<file path="config.mk">
export PLATFORM = sky130hd
export DESIGN_NAME = control_sequencer
export DESIGN_NICKNAME = d
export VERILOG_FILES = /design/src/rtl/sap_ctrl_pkg.sv /design/src/rtl/t_ring_counter.sv /design/src/rtl/control_sequencer.sv
export SDC_FILE = /design/constraint.sdc
export NUM_CORES = 1
export LEC_CHECK = 0
export ABC_AREA = 1
export CORE_MARGIN = 2
export CORE_UTILIZATION = 38
export DETAILED_ROUTE_END_ITERATION = 7
export HOLD_SLACK_MARGIN = 0.1
export PLACE_DENSITY = 0.77
export SYNTH_ARGS = -nofsm -noshare
export SYNTH_HDL_FRONTEND = slang
export SYNTH_SLANG_ARGS = --single-unit
</file>
<file path="constraint.sdc">
create_clock -name clk -period 2.3 [get_ports clk]
set_clock_uncertainty 0.1 [all_clocks]
set_input_delay 0.345 -clock clk [delete_from_list [all_inputs] [get_ports clk]]
set_output_delay 0.345 -clock clk [all_outputs]
set_load 0.05 [all_outputs]
</file>
<file path="src/rtl/sap_ctrl_pkg.sv">
// Shared constants for the SAP control sequencer: opcodes, control-word
// bit positions and T-state indices.
package sap_ctrl_pkg;

    localparam int OPCODE_W_DEF = 4;
    localparam int T_STATES_DEF = 6;

    localparam logic [3:0] OP_LDA = 4'h0;
    localparam logic [3:0] OP_ADD = 4'h1;
    localparam logic [3:0] OP_SUB = 4'h2;
    localparam logic [3:0] OP_OUT = 4'hE;
    localparam logic [3:0] OP_HLT = 4'hF;

    // Bit positions in the 12-bit control word; *_N bits are active-low.
    localparam int CON_CP   = 11;
    localparam int CON_EP_N = 10;
    localparam int CON_LM_N = 9;
    localparam int CON_CE_N = 8;
    localparam int CON_LI_N = 7;
    localparam int CON_EI_N = 6;
    localparam int CON_LA_N = 5;
    localparam int CON_EA_N = 4;
    localparam int CON_SU   = 3;
    localparam int CON_EU_N = 2;
    localparam int CON_LB_N = 1;
    localparam int CON_LO_N = 0;

    localparam logic [11:0] CON_IDLE = 12'h7F7;

    localparam int T1_IDX = 0;
    localparam int T2_IDX = 1;
    localparam int T3_IDX = 2;
    localparam int T4_IDX = 3;
    localparam int T5_IDX = 4;
    localparam int T6_IDX = 5;

endpackage

</file>
<file path="src/rtl/t_ring_counter.sv">
// One-hot T-state ring. Advances only on enabled cycles and parks at all
// zeros when told to halt.
module t_ring_counter #(
    parameter int T_STATES = 6
) (
    input  logic                clk,
    input  logic                clr,
    input  logic                en,
    input  logic                halt,
    output logic [T_STATES-1:0] tstate
);

    always_ff @(posedge clk) begin
        if (!clr) begin
            tstate <= T_STATES'(1);
        end else if (en) begin
            if (halt) begin
                tstate <= '0;
            end else if ($onehot(tstate)) begin
                tstate <= {tstate[T_STATES-2:0], tstate[T_STATES-1]};
            end else begin
                // Corrupted encodings fall back to T1 rather than propagating.
                tstate <= T_STATES'(1);
            end
        end
    end

endmodule

</file>
<file path="src/rtl/control_sequencer.sv">
// SAP control sequencer: T-state ring, control-word decode and
// run/step/halt gating for the datapath.
module control_sequencer
    import sap_ctrl_pkg::*;
#(
    parameter int OPCODE_W = OPCODE_W_DEF,
    parameter int T_STATES = T_STATES_DEF
) (
    input  logic                clk,
    input  logic                clr,
    input  logic [OPCODE_W-1:0] opcode,
    input  logic                run,
    input  logic                step,
    output logic [11:0]         con,
    output logic [T_STATES-1:0] tstate,
    output logic                hlt
);

    logic        en;
    logic        halt_now;
    logic [11:0] con_dec;

    assign en       = clr & ~hlt & (run | step);
    assign halt_now = en & tstate[T4_IDX] & (opcode == OP_HLT);

    t_ring_counter #(.T_STATES(T_STATES)) u_ring (
        .clk    (clk),
        .clr    (clr),
        .en     (en),
        .halt   (halt_now),
        .tstate (tstate)
    );

    always_ff @(posedge clk) begin
        if (!clr) begin
            hlt <= 1'b0;
        end else if (halt_now) begin
            hlt <= 1'b1;
        end
    end

    // Start from idle and flip only the bits a micro-op asserts.
    always_comb begin
        con_dec = CON_IDLE;
        if (tstate[T1_IDX]) begin
            con_dec[CON_EP_N] = 1'b0;
            con_dec[CON_LM_N] = 1'b0;
        end else if (tstate[T2_IDX]) begin
            con_dec[CON_CP] = 1'b1;
        end else if (tstate[T3_IDX]) begin
            con_dec[CON_CE_N] = 1'b0;
            con_dec[CON_LI_N] = 1'b0;
        end else if (tstate[T4_IDX]) begin
            case (opcode)
                OP_LDA, OP_ADD, OP_SUB: begin
                    con_dec[CON_EI_N] = 1'b0;
                    con_dec[CON_LM_N] = 1'b0;
                end
                OP_OUT: begin
                    con_dec[CON_EA_N] = 1'b0;
                    con_dec[CON_LO_N] = 1'b0;
                end
                default: ;
            endcase
        end else if (tstate[T5_IDX]) begin
            case (opcode)
                OP_LDA: begin
                    con_dec[CON_CE_N] = 1'b0;
                    con_dec[CON_LA_N] = 1'b0;
                end
                OP_ADD, OP_SUB: begin
                    con_dec[CON_CE_N] = 1'b0;
                    con_dec[CON_LB_N] = 1'b0;
                end
                default: ;
            endcase
        end else if (tstate[T6_IDX]) begin
            if (opcode == OP_ADD || opcode == OP_SUB) begin
                con_dec[CON_EU_N] = 1'b0;
                con_dec[CON_LA_N] = 1'b0;
                con_dec[CON_SU]   = (opcode == OP_SUB);
            end
        end
    end

    // Stalled or reset cycles present idle so each micro-op fires exactly once.
    assign con = en ? con_dec : CON_IDLE;

endmodule

</file>
After elaboration in Yosys (flattened, before gate mapping)
Cells that the tools add are included.
W data, S select, Z words.

word-level totals
  flip-flop bits (word level) = 7
  bits in latches = 0
  bits in writable memories = 0
  bits in read-only memories = 0
  input port bits = 8
  output and inout port bits = 19
  logic and storage cells = 52
  memories kept = 0

operators by class
  add/sub/neg operators = 5
  multiply operators = 0
  div/mod/pow operators = 0
  $lt $le $gt $ge = 0
  equal/unequal tests = 5
  shift operators = 0
  multiplexer cells = 30
  bitwise operators = 6
  reduce and logical (&&, ||, !) cells = 4

operators by type and width
  kind                  number
  $mux W1               20
  $mux W12              1
  $mux W6               2
  $mux W10              1
  $mux W9               1
  $eq A4 B4 Y1 const B  2
  $mux W7               1
  $add A1 B1 Y2         3
  $add A3 B3 Y3         2
  $mux W2               3
  $and A1 B1 Y1         4
  $eq A4 B1 Y1 const B  1
  $eq A4 B2 Y1 const B  1
  $logic_not A4 Y1      1
  $eq A3 B1 Y1 const B  1
  $mux W3               1
  $reduce_or A3 Y1      1
  $reduce_or A2 Y1      1
  $logic_or A1 B1 Y1    1
  $not A1 Y1            1
  $or A1 B1 Y1          1

Logic depth before layout (Yosys ltp)
  depth in word-level cells = 10
  mapped depth = 12
  gate-level depth less buffers = 12

Modules after synthesis
A second synthesis with hierarchy kept.

second synthesis, totals
  cell total of the unflattened synthesis = 106
  area total of the unflattened synthesis = 706.9 um^2

by module, submodules not included
  module             times used  cells each  area an instance (um^2)  sequential area each (um^2)
  t_ring_counter     1           54          390.4                    120.1
  control_sequencer  1           52          316.6                    20.0

Worst setup path before layout
No wires, ideal clock.

  kind = register to register
  from = reg u_ring.tstate[0]
  to = reg u_ring.tstate[0]
  library setup time = 117 ps
  arrival time = 2326 ps
  data required time = 2083 ps
  slack = -243 ps
  stages on the path, launching flop included = 12
  path buffers = 0
  period minus slack after synthesis = 2543 ps
  cells stage by stage = dfxtp_1 inv_1 ha_1 fa_1 inv_1 ha_1 inv_1 nand2_1 nor2_1 nand2_1 nor3_1 nor2_1

between the ends
  word-level cells in the longest chain between the ends = 6

ends and longest elaborated chain
  what                                              RTL line              RTL
  from (decl)                                       t_ring_counter.sv:10  output logic [T_STATES-1:0] tstate
  from (signal assigned)                            t_ring_counter.sv:20  tstate <= {tstate[T_STATES-2:0], tstate[T_STATES-1]};
  $add A1 B1 Y2 (implied by the code)               t_ring_counter.sv:19  end else if ($onehot(tstate)) begin
  $add A3 B3 Y3 (implied by the code) (2 in a row)  t_ring_counter.sv:19
  $eq A3 B1 Y1                                      t_ring_counter.sv:19
  $mux W6                                           t_ring_counter.sv:19
  $mux W6                                           t_ring_counter.sv:17  if (halt) begin

No other way between the ends.
A chain may end at the register's enable or synchronous reset.

Worst setup path after layout
Ends and elaborated chain as after synthesis.

==> qor.yml <==
tns_ns: 0
ant_nets: 0
fin_cells: 161
ys_seq_area_share_pct: 20.29
clk_path_buf_depth: 2
finalSetupViolCount: 0
maxCapViolations: 0
synth_most_common_cell: "nand2_1"
synth_top_cell_by_area: "dfxtp_1"
final_nets: 152
syn_to_final_growth_pct: 55.07
hold_viol_final: 0
cts_tree: "done"
fmax_mhz: 465.2
wire_per_inst_um: 10.80
startpoint_type: "flip-flop"
syn_area_um2: 690.7
cts_buffers: 3
dp_hpwl_um: 1411
rr_worst_depth: 9
cts_num_sinks: 7
ys_top_cells_by_area: "dfxtp_1 20%, nand2_1 16%, inv_1 11%"
cpMaxStageDelayCell: "fa_1"
slew_viol_final: 0
grt_pass1_wl_um: 2898
crit_type: "reg2reg"
seqPwrFrac_pct: 23.7
drt-initial-drc-count: 7
crit_chain: "ha_1 -> fa_1 -> ha_1 -> inv_1 -> nand2_1 -> nor2_2 -> nand2_2 -> nor3_1 -> nor2_1"
period_share_pct: 93.45
p_comb_share_pct: 62.8
worstSetupStartpoint: "u_ring.tstate[0]"
hp-class: "reg2reg"
initial_utilization_pct: 40.00
r2r_start: "u_ring.tstate[0]"
setup.worst_path.end_class: "flip-flop"
die_w_um: 46.63
arrival_ns: 2.19
synth_top_cell_area_share_pct: 20.29
cp_max_fo: 6
synth_edf_count: 0
slowest_delay_ns: 0.50
postCtsSetupBuffers: 0
drive_gt1_share_pct: 27.21
port_buffers: 26
p_sw_uw: 405.8
grt_setup_unrepaired: "no"
ir_worst_vdd_mv: 0.5335
power_density_mw_per_mm2: 753.1
antenna_found_initial: 0
ys_warn_count: 0
diodes: 0
synth.avg_cell_area_um2: 6.455
die-area_mm2: 0.002174
ys_seq_elements: 7
drc: 0
num_rows: 15
crit_top_cell: "ha_1"
num_vias: 729
netlist-cell-type-count: 21
clock_latency_ns: 0.25
crit_end: "u_ring.tstate[0]"
viasPerCell: 4.528
core-area_mm2: 0.001727
outcome: "complete, no violations"
synthFlopType: "dfxtp_1"
die_h_um: 46.63
slew-limit-headroom_pct: 66.41
worst_ep_required_time_ns: 2.34
gp_congestion: 0.8952
worst_pin_slew_ns: 0.5023
grt_start_max_net_pins: 9
p_sw_share_pct: 50.30
pwr-share-clk_pct: 13.5
reg2reg_to: "u_ring.tstate[0]"
p_int_uw: 400.9
firstDrtPassIters: 3
yosys-top-cells-count: "29 x nand2_1, 20 x inv_1, 10 x nand3_1, 10 x nor2_1, 7 x dfxtp_1"
post-place-cells: 157
post-route-min-period_ns: 2.149
cts-root-buf: "clkbuf_4"
leakage_uw: 0.0005215
grt_pass1_vias: 701
r2r_setup_slack_ns: 0.15
htreeDepth: 1
cts_hold_buf: 0
syn_nets: 122
overflow: 0
routed_wl_um: 1739
syn_inst: 107
cts-resized-gates: 0
cts.clk_slew.worst_paths_ns: 0.05
grt_use_total_pct: 18.63
synthArstFlopShare_pct: 0
io_pins: 27
kinds of logic (layout without fill, tap and decap cells):
kind of cell / count (synthesis) / in the layout / share of synthesized area [%]
and+or+nand+nor: 65 / 65 / 46.92
buffers and inverters: 23 / 52 / 13.77
adders and majority gates: 7 / 7 / 14.86
DFF: 7 / 7 / 20.29
AOI/OAI and AO/OA: 5 / 5 / 4.167
area by class of cell:
cell class                      instances  area, um^2
Inverter                               22       87.58
Tap cell                               25       31.28
Fill cell                             167       655.6
Timing Repair Buffer                   26       305.3
Multi-Input combinational cell         77       473.0
Clock buffer                            4       26.28
Sequential cell                         7       147.6
power groups by stage:
stage,clock [uW],combinational (uW),sequential (uW)
5_1_grt,122,570,196
4_1_cts,114,475,186
6_report,109,507,191
3_5_place_dp,0,473,188
2_1_floorplan,0,254,251
3_3_place_gp,0,462,188
placed cells by master (no fill, tap or decap), types with 2 or more instances in the layout:
master	netlist	routed
nand2_2	1	2
fa_1	2	2
dfxtp_1	7	3
inv_2	1	2
o21ai_1	2	2
clkdlybuf4s50_1	0	14
nand2_1	29	28
a21oi_1	2	2
nor3_1	4	4
ha_1	5	4
nor2_2	5	6
buf_4	1	6
nor2_1	10	9
clkbuf_4	0	3
nand3_1	10	10
buf_12	0	6
dfxtp_2	0	3
inv_1	20	19
nand2_4	2	2
worst min-delay path by stage:
stage | start | to | cells after the start
after floorplan | clr | hlt | 2
after global placement | u_ring.tstate[3] | u_ring.tstate[3] | 2
after detailed placement | u_ring.tstate[3] | u_ring.tstate[3] | 2
after CTS | u_ring.tstate[3] | u_ring.tstate[3] | 2
after global routing | u_ring.tstate[3] | u_ring.tstate[3] | 2
final | u_ring.tstate[3] | u_ring.tstate[3] | 2
critical path: cells and delay by family, from the launching register on:
kind,cells,cell delay [ns]
fa+ha+maj,3,1.03
simple gates,5,0.49
flops,1,0.37
buf+inv,1,0.05
per-layer routing:
metal | share of wire [%] | GRT usage (%)
met4 | 1.2 | 8.333
met2 | 49 | 31.39
met1 | 45 | 23.47
met3 | 4.9 | 2.353
met5 | 0 | 0
flip-flops by register name, summed over array words and instances, names as in the netlist:
name and flops:
hlt 1, u_ring.tstate 6
stage by stage:
stage / hold WS (ns) / setup WS (ns) / instance area (um^2) / power, uW / util [%]
2_1_floorplan: 0.3997 / 0.008265 / 698.2 / 505.7 / -
3_3_place_gp: 0.3812 / 0.05458 / 1027 / 650.4 / 59.49
3_5_place_dp: 0.3817 / 0.03144 / 1027 / 661.0 / 59.49
4_1_cts: 0.3875 / 0.02091 / 1054 / 776.1 / 61.01
5_1_grt: 0.4251 / 0.01465 / 1071 / 887.4 / 62.03
6_report: 0.3841 / 0.1506 / 1071 / 806.6 / 62.03
(Power assumes the default switching activity.)
